$ cat config.mk
export PLATFORM = sky130hd
export DESIGN_NAME = uart_rx_fifo
export DESIGN_NICKNAME = d
export VERILOG_FILES = /design/src/rtl/uart_rx_fifo.sv
export SDC_FILE = /design/constraint.sdc
export NUM_CORES = 1
export LEC_CHECK = 0
export BUFFER_PORTS_ARGS = -buffer_cell sky130_fd_sc_hd__buf_2
export CORE_MARGIN = 2
export CORE_UTILIZATION = 60
export CTS_BUF_LIST = sky130_fd_sc_hd__clkbuf_8
export DETAILED_ROUTE_END_ITERATION = 8
export PLACE_DENSITY = 0.8
export SYNTH_ARGS = -nofsm -noshare
export SYNTH_HDL_FRONTEND = slang
export SYNTH_SLANG_ARGS = --single-unit
$ cat constraint.sdc
create_clock -name clk -period 3 [get_ports clk]
set_input_delay 0.6 -clock clk [delete_from_list [all_inputs] [get_ports clk]]
set_output_delay 0.6 -clock clk [all_outputs]
set_load 0.005 [all_outputs]
$ cat src/rtl/uart_rx_fifo.sv
// uart_rx_fifo: oversampling UART receiver with start-bit glitch rejection,
// framing/parity/overrun detection and a first-word-fall-through receive FIFO.
// Optional parity checking is built when UART_RX_PARITY_EN is defined.
module uart_rx_fifo #(
    parameter int DATA_W     = 8,
    parameter int OVERSAMPLE = 16,
    parameter int STOP_BITS  = 1,
    parameter int FIFO_DEPTH = 4,
    parameter int PARITY_ODD = 0
) (
    input  logic                          clk,
    input  logic                          reset,
    input  logic                          baud_tick,
    input  logic                          rx_en,
    input  logic                          uart_rx,
    input  logic                          rd_en,
    input  logic                          err_clr,
    output logic [DATA_W-1:0]             rx_data,
    output logic                          rx_valid,
    output logic [$clog2(FIFO_DEPTH):0]   rx_count,
    output logic                          frame_err,
    output logic                          parity_err,
    output logic                          overrun
);

    localparam int TW = $clog2(OVERSAMPLE);
    localparam int BW = $clog2(DATA_W);
    localparam int AW = $clog2(FIFO_DEPTH);
    localparam logic [TW-1:0] T_HALF = TW'(OVERSAMPLE / 2 - 1);
    localparam logic [TW-1:0] T_FULL = TW'(OVERSAMPLE - 1);
    localparam logic [BW-1:0] B_LAST = BW'(DATA_W - 1);
    localparam logic          S_LAST = 1'(STOP_BITS - 1);
    localparam logic [AW:0]   C_FULL = (AW + 1)'(FIFO_DEPTH);

    // Reject parameter sets the datapath is not sized for.
    if (DATA_W < 5 || DATA_W > 9 || OVERSAMPLE < 4 || (OVERSAMPLE % 2) != 0 ||
        (STOP_BITS != 1 && STOP_BITS != 2) || FIFO_DEPTH < 2 ||
        (FIFO_DEPTH & (FIFO_DEPTH - 1)) != 0 ||
        (PARITY_ODD != 0 && PARITY_ODD != 1)) begin : g_param_check
        $error("uart_rx_fifo: illegal parameter set");
    end

`ifdef UART_RX_PARITY_EN
    typedef enum logic [2:0] {IDLE, START, DATA, PARITY, STOP} state_t;
`else
    typedef enum logic [2:0] {IDLE, START, DATA, STOP} state_t;
`endif

    state_t              state, nstate;
    logic                rx_s1, rx_s;
    logic [TW-1:0]       tcnt;
    logic [BW-1:0]       bidx;
    logic [DATA_W-1:0]   shreg;
    logic                sidx;
    logic                stop_bad;
    logic                samp, done, good, fe_set, pe_set;
    logic                push, pop, ov_set;
    logic [DATA_W-1:0]   mem [FIFO_DEPTH];
    logic [AW-1:0]       wptr, rptr;
    logic [AW:0]         count;
`ifdef UART_RX_PARITY_EN
    logic                par_bad;
    logic                par_miss;
    assign par_miss = rx_s != (^shreg ^ 1'(PARITY_ODD));
`endif

    // Two-flop synchroniser for the asynchronous line; idles high.
    always_ff @(posedge clk) begin
        if (!reset) begin
            rx_s1 <= 1'b1;
            rx_s  <= 1'b1;
        end else begin
            rx_s1 <= uart_rx;
            rx_s  <= rx_s1;
        end
    end

    // FSM state register.
    always_ff @(posedge clk) begin
        if (!reset) state <= IDLE;
        else        state <= nstate;
    end

    // Next-state logic; only baud ticks move the FSM.
    always_comb begin
        nstate = state;
        case (state)
            IDLE:   if (baud_tick && !rx_s && rx_en) nstate = START;
            START:  if (samp) nstate = rx_s ? IDLE : DATA;
`ifdef UART_RX_PARITY_EN
            DATA:   if (samp && bidx == B_LAST) nstate = PARITY;
            PARITY: if (samp) nstate = STOP;
`else
            DATA:   if (samp && bidx == B_LAST) nstate = STOP;
`endif
            STOP:   if (done) nstate = IDLE;
            default: nstate = IDLE;
        endcase
    end

    // Decode sample strobes and frame outcome from state and counters.
    always_comb begin
        samp = 1'b0;
        if (baud_tick) begin
            case (state)
                START:   samp = (tcnt == T_HALF);
                IDLE:    samp = 1'b0;
                default: samp = (tcnt == T_FULL);
            endcase
        end
        done   = samp && state == STOP && sidx == S_LAST;
        fe_set = samp && state == STOP && !rx_s;
`ifdef UART_RX_PARITY_EN
        pe_set = samp && state == PARITY && par_miss;
        good   = done && rx_s && !stop_bad && !par_bad;
`else
        pe_set = 1'b0;
        good   = done && rx_s && !stop_bad;
`endif
    end

    // Bit timing and data capture; the middle of each bit is sampled.
    always_ff @(posedge clk) begin
        if (!reset) begin
            tcnt     <= '0;
            bidx     <= '0;
            shreg    <= '0;
            sidx     <= 1'b0;
            stop_bad <= 1'b0;
`ifdef UART_RX_PARITY_EN
            par_bad  <= 1'b0;
`endif
        end else if (baud_tick) begin
            tcnt <= samp ? '0 : tcnt + 1'b1;
            if (state == IDLE) begin
                tcnt     <= '0;
                bidx     <= '0;
                sidx     <= 1'b0;
                stop_bad <= 1'b0;
`ifdef UART_RX_PARITY_EN
                par_bad  <= 1'b0;
`endif
            end
            if (samp) begin
                case (state)
                    DATA: begin
                        shreg[bidx] <= rx_s;
                        bidx        <= bidx + 1'b1;
                    end
`ifdef UART_RX_PARITY_EN
                    PARITY: par_bad <= par_miss;
`endif
                    STOP: begin
                        stop_bad <= stop_bad | ~rx_s;
                        sidx     <= sidx + 1'b1;
                    end
                    default: ;
                endcase
            end
        end
    end

    // A full FIFO still accepts a word when a pop happens on the same clk.
    assign pop    = rd_en && count != '0;
    assign push   = good && (count != C_FULL || pop);
    assign ov_set = good && !push;

    // FIFO storage; empty entries are masked on the output so no reset needed.
    always_ff @(posedge clk) begin
        if (push) mem[wptr] <= shreg;
    end

    // FIFO pointers and occupancy.
    always_ff @(posedge clk) begin
        if (!reset) begin
            wptr  <= '0;
            rptr  <= '0;
            count <= '0;
        end else begin
            if (push) wptr <= wptr + 1'b1;
            if (pop)  rptr <= rptr + 1'b1;
            case ({push, pop})
                2'b10:   count <= count + 1'b1;
                2'b01:   count <= count - 1'b1;
                default: count <= count;
            endcase
        end
    end

    assign rx_valid = (count != '0);
    assign rx_count = count;
    assign rx_data  = rx_valid ? mem[rptr] : '0;

    // Sticky error flags; a new error beats a simultaneous clear.
    always_ff @(posedge clk) begin
        if (!reset) begin
            frame_err <= 1'b0;
            overrun   <= 1'b0;
        end else begin
            frame_err <= (frame_err & ~err_clr) | fe_set;
            overrun   <= (overrun & ~err_clr) | ov_set;
        end
    end

`ifdef UART_RX_PARITY_EN
    // Sticky parity flag, same clear/set priority as the others.
    always_ff @(posedge clk) begin
        if (!reset) parity_err <= 1'b0;
        else        parity_err <= (parity_err & ~err_clr) | pe_set;
    end
`else
    assign parity_err = 1'b0;
`endif

endmodule

# [Word level (Yosys, flattened, before mapping)]
# Memories as Yosys holds them, arrays and structs flattened. A register that Yosys moved wholly into a read port is not among the register bits.
# Index checks and enable logic that the tools add are counted.
[word_totals] regBits=31 ramBits=32 wordCells=93 memories=1
[memory_table] memory="mem" depth=4 width=8 rd=1 rd_clocked_by_memory_dff=1 wr=1 line="58" text="logic [DATA_W-1:0] mem [FIFO_DEPTH];"
[classes] add_sub_neg=7 n_lt_le_gt_ge=2 eq_ne=13 mux=28 bitwise=8 reduce_logical=21
[op_table] op="3-bit 2-to-1 mux" n=7
[op_table] op="1-bit logical AND" n=12
[op_table] op="3-bit case mux with 4 select lines" n=1
[op_table] op="1-bit 2-to-1 mux" n=10
[op_table] op="8-bit bitwise mux" n=1
[op_table] op="4-bit 2-to-1 mux" n=2
[op_table] op="8-bit 2-to-1 mux" n=1
[op_table] op="2-bit inequality test, second input constant" n=4
[op_table] op="3-bit by 1-bit adder with 3-bit output, second input constant" n=2
[op_table] op="3-bit by 2-bit == test with 1-bit output, second input constant" n=2
[op_table] op="2-bit 2-to-1 mux" n=3
[op_table] op="3-bit case mux with 2 select lines" n=1
[op_table] op="2-bit by 1-bit adder with 2-bit output, second input constant" n=2
[op_table] op="4-bit by 1-bit adder with 4-bit output, second input constant" n=1
[op_table] op="4-bit by 3-bit == test with 1-bit output, second input constant" n=1
[op_table] op="4-bit == test, second input constant" n=1
[op_table] op="3-bit by 4-bit < comparator with 1-bit output, second input constant" n=1
[op_table] op="4-bit AND reduction" n=1
[op_table] op="1-bit demux with 3-bit select" n=1
[op_table] op="3-bit by 1-bit == test with 1-bit output, second input constant" n=1
[op_table] op="3-bit == test, second input constant" n=1
[op_table] op="3-bit by 1-bit greater-or-equal comparator with 1-bit output, second input constant" n=1
[op_table] op="1-bit logical NOT" n=3
[op_table] op="3-bit logical NOT" n=1
[op_table] op="13 further kinds" n=18

# [Depth between registers and ports, before layout]
[depth] ltp_word=11 mapped_depth=10 depth_no_buf=10

# [Worst setup path after synthesis]
# Ideal clock, no wire load.
[synth_timing] path_kind="input -> register" start="input port rd_en" end="register count[2], in the netlist rx_count[2]" t_arrival_ps=2234 t_required_ps=2928 slack_ps=693 path_stages=9 n_path_buf=0 cell_sequence="nor4b_2 -> nor4_4 -> inv_1 -> ha_1 -> inv_1 -> fa_1 -> xor2_1 -> or3_1 -> a21oi_1"
[synth_via] elab_chain_cells=5 word_cells_on_any_way=7
[synth_rtl] item="from (decl)" line="16" text="input logic rd_en,"
[synth_rtl] item="1-bit logical AND (*)" line="164" text="assign pop = rd_en && count != '0;"
[synth_rtl] item="1-bit logical OR" line="165" text="assign push = good && (count != C_FULL || pop);"
[synth_rtl] item="1-bit logical AND" line="165"
[synth_rtl] item="2-bit by 1-bit == test with 1-bit output / 2-bit == test (equally long branches)" line="182" text="case ({push, pop})"
[synth_rtl] item="3-bit case mux with 2 select lines / 2-bit nonzero test (equally long branches)"
[synth_rtl] item="to (signal assigned)" line="183" text="2'b10: count <= count + 1'b1;"
[synth_rtl] item="to (signal assigned)" line="184" text="2'b01: count <= count - 1'b1;"
[synth_rtl] item="to (signal assigned)" line="185" text="default: count <= count;"
[synth_rtl] item="to (decl)" line="60" text="logic [AW:0] count;"
# Mark *: on every way between the ends. The rest lies on a longest branch, timed or not.
# A chain may end at the register's enable or synchronous reset.

# [Final worst setup path]
[layout_timing] start="register tcnt[0]" end="register count[2], in the netlist rx_count[2]"
[layout_via] elab_chain_cells=10 word_cells_on_any_way=13
[layout_rtl] item="from (decl)" line="51" text="logic [TW-1:0] tcnt;"
[layout_rtl] item="from (signal assigned)" line="134" text="tcnt <= samp ? '0 : tcnt + 1'b1;"
[layout_rtl] item="4-bit == test / 4-bit by 3-bit == test with 1-bit output (equally long branches)" line="108, 106"
[layout_rtl] item="1-bit case mux with 2 select lines (*)" line="105" text="case (state)"
[layout_rtl] item="1-bit 2-to-1 mux (*)" line="104" text="if (baud_tick) begin"
[layout_rtl] item="1-bit logical AND (*) (2 in series)" line="111" text="done = samp && state == STOP && sidx == S_LAST;"
[layout_rtl] item="1-bit logical AND (*) (2 in series)" line="118" text="good = done && rx_s && !stop_bad;"
[layout_rtl] item="1-bit logical AND (*)" line="165"
[layout_rtl] item="2-bit by 1-bit == test with 1-bit output / 2-bit == test (equally long branches)" line="182"
[layout_rtl] item="3-bit case mux with 2 select lines / 2-bit nonzero test (equally long branches)"
# Marked as above.

==> results_dict.tcl <==
set metrics [dict create \
    status "completed" \
    syn_area_per_cell_um2 12.5 \
    max_stage_delay_ns 0.51 \
    clock_latency_ns 0.34 \
    clock_path_buffers 2 \
    worstPathCellList "ha_1 -> nand4_2 -> nor4_4 -> inv_1 -> ha_1 -> inv_1 -> fa_1 -> xor2_1 -> or3_1 -> a21oi_1" \
    holdBufCountCts 0 \
    place_ws_ns 0.366 \
    die_area_mm2 0.00526 \
    cts_buffers 9 \
    cts_setup_buffers 0 \
    chipHeight_um 72.5 \
    worstPathRequired_ns 3.26 \
    min_period_ns 2.50 \
    syn-cell-area_mm2 0.00282 \
    grt_util_met2_pct 30.6 \
    crit_type "reg -> reg" \
    synthArstFlopShare_pct 0 \
    yosys_warnings 0 \
    grt_max_degree 19 \
    antenna_found_initial 0 \
    initial_core_util_pct 63.4 \
    drtIter0Drc 98 \
    drc 0 \
    yosysUniqueCellTypes 51 \
    ys_ff_latch 64 \
    rrSetupSlack_ns 0.50 \
    crit_path_start_kind "flip-flop" \
    fin_skew_ns 0.00735 \
    finalSetupTns_ns 0 \
    wl_per_cell_um 15.8 \
    io-pin-count 22 \
    worst-path-buf-inv 2 \
    syn_nets 241 \
    slew_violations 0 \
    core_mm2 0.00444 \
    cts_tree "built" \
    critPathTopFamily "simple AND/OR/NAND/NOR gates" \
    clk_pin_slew_ns 0.07 \
    setup_viol 0 \
    fmax_ghz 0.400 \
    ys_dominant_reg_cell "edfxtp_1" \
    numClockSinks 64 \
    fin_util_pct 71.3 \
    busiest_layer "met2" \
    gp_congestion 0.773 \
    rsz0062_at_grt "false" \
    slew_headroom_pct 63.4 \
    arrival_ns 2.76 \
    synth_edf_count 32 \
    synth_cells 225 \
    grt_first_pass_wirelength_um 7830 \
    grt.total_usage_pct 20.2 \
    via_per_inst 5.86 \
    setup_ws_ns 0.498 \
    synthTopCellsByArea "edfxtp_1, dfxtp_1, mux4_2" \
    worstHoldStart "rx_s1$_SDFF_PN1_" \
    peakVddDrop_uv 357 \
    hpwl_um 3050 \
    critPathCaptureType "flip-flop" \
    finalCritPeriodShare_pct 83.4 \
    dr.pass1.iters 4 \
    cts-root-buf "clkbuf_8" \
    drv_cap 0 \
    h-tree-depth 3 \
    cellPowerDensity_mw_per_mm2 586 \
    synth_top_area_share_pct 34.1 \
    hold_viol 0 \
    path_depth 10 \
    r2r-start "tcnt[0]$_SDFFE_PN0P_" \
    grt_overflow_total 0 \
    yosysSeqAreaShare_pct 56.8 \
    ant_nets 0 \
    synth_top_cell_by_area "edfxtp_1" \
    num_vias 1752 \
    die_x_um 72.5 \
    critPathSlowestCell "nor4_4" \
    p_leak_uw 0.00127 \
    cts-resized-gates 0 \
    drt-total-wl_um 4730 \
    path_max_fanout 8 \
    met1_usage_pct 27.1 \
    drive_gt1_share_pct 21.9 \
    diodes 0 \
    numPortBuffers 20 \
    holdPathStages 1 \
    worst_pin_slew_ns 0.545 \
    min_to "rx_s$_SDFF_PN1_" \
    grt_pass1_vias 1622 \
    grt_util_met3_pct 4.17 \
    synthToLayoutAreaGrowth_pct 12.5 \
    row_count 24 \
    synth_common_cells "dfxtp_1, edfxtp_1, nand2_1" \
    hold_class "reg -> reg" \
    nets 258 \
    r2r_end "rx_count[2]$_SDFFE_PN0P_" \
    ff2ff_path_depth 10 \
]
how the worst max path moves through the flow:
stage | slack, ns | startpoint | endpoint
floorplan | 0.69 | rd_en | rx_count[2]$_SDFFE_PN0P_
global placement | 0.43 | baud_tick | rx_count[2]$_SDFFE_PN0P_
detailed placement | 0.37 | baud_tick | rx_count[2]$_SDFFE_PN0P_
CTS | 0.48 | flip-flop | rx_data[4]
global route | 0.30 | tcnt[0]$_SDFFE_PN0P_ | rx_count[2]$_SDFFE_PN0P_
finish | 0.50 | tcnt[0]$_SDFFE_PN0P_ | rx_count[2]$_SDFFE_PN0P_
cell usage in the layout, fill, tap and decap left out, types with 2 or more instances in the layout:
cell type	count
dfxtp_1	32
edfxtp_1	32
buf_2	20
nand2_1	15
and2_1	14
nor2_1	14
clkbuf_8	11
mux2i_1	10
mux4_2	8
a21oi_1	8
ha_1	8
inv_1	7
nand3_1	7
nand2b_1	5
o21ai_0	4
nor4b_2	3
nand4b_1	3
nor4_1	3
xor2_1	3
xnor2_1	3
bufinv_16	3
or3_1	2
nand3b_1	2
mux2_2	2
power by group:
| part | switching (µW) | internal, µW |
|---|---|---|
| registers | 1.87 | 910 |
| clock network | 325 | 596 |
| logic | 17.0 | 7.11 |
sequential cells by signal, indices dropped and copies added, names as in the netlist, named ones only:
signal and count:
state 2, frame_err 1, stop_bad 1, rx_s1 1, sidx 1, rptr 2
tcnt 4, overrun 1, wptr 2, bidx 3, shreg 8, rx_s 1
mem 32, rx_count 3
routing by layer:
layer | vias up | part of all wire, % | wire length [µm]
li1 | 852 | - | -
met1 | 844 | 45 | 2120
met2 | 47 | 49 | 2300
met3 | 9 | 4.5 | 211
met4 | 0 | 2.1 | 97
met5 | - | 0 | 0
per-stage QoR:
stage          hold slack (ns)  instances  power [µW]  instance area, µm²
2_1_floorplan            0.386        225         948                2820
3_3_place_gp             0.391        283         956                2920
3_5_place_dp             0.394        283         956                2920
4_1_cts                  0.409        299        1870                3170
5_1_grt                  0.456        299        1900                3170
6_report                 0.407        299        1860                3170
worst register-to-register path, delay by kind of cell, from the launching register on:
kind	cells	cell delay (ns)
AND/OR/NAND/NOR	3	1.01
adder cells (fa/ha/maj)	3	0.67
XOR/XNOR	1	0.07
flip-flops	1	0.37
buffers and inverters	2	0.16
AO/OA/AOI/OAI	1	0.14
cells by family (layout without fill, tap and decap cells):
group	after synthesis	after routing	synth area share, %
XOR/XNOR	6	6	1.87
other	1	1	0.133
flip-flops	64	64	56.8
AND/OR/NAND/NOR	81	81	17.8
multiplexers	20	20	10.7
adder cells (fa/ha/maj)	9	9	4.26
AO/OA/AOI/OAI	22	22	4.97
buffers and inverters	22	44	3.37
layout make-up:
type	instances	area (µm²)
flip-flops and latches	64	1600
fillers	296	1270
multi-input cells	139	1120
clock buffers	11	151
clock inverters	5	101
repair buffers	20	100
well taps	52	65.1
inverters	8	30.0
(Power assumes the default switching activity.)
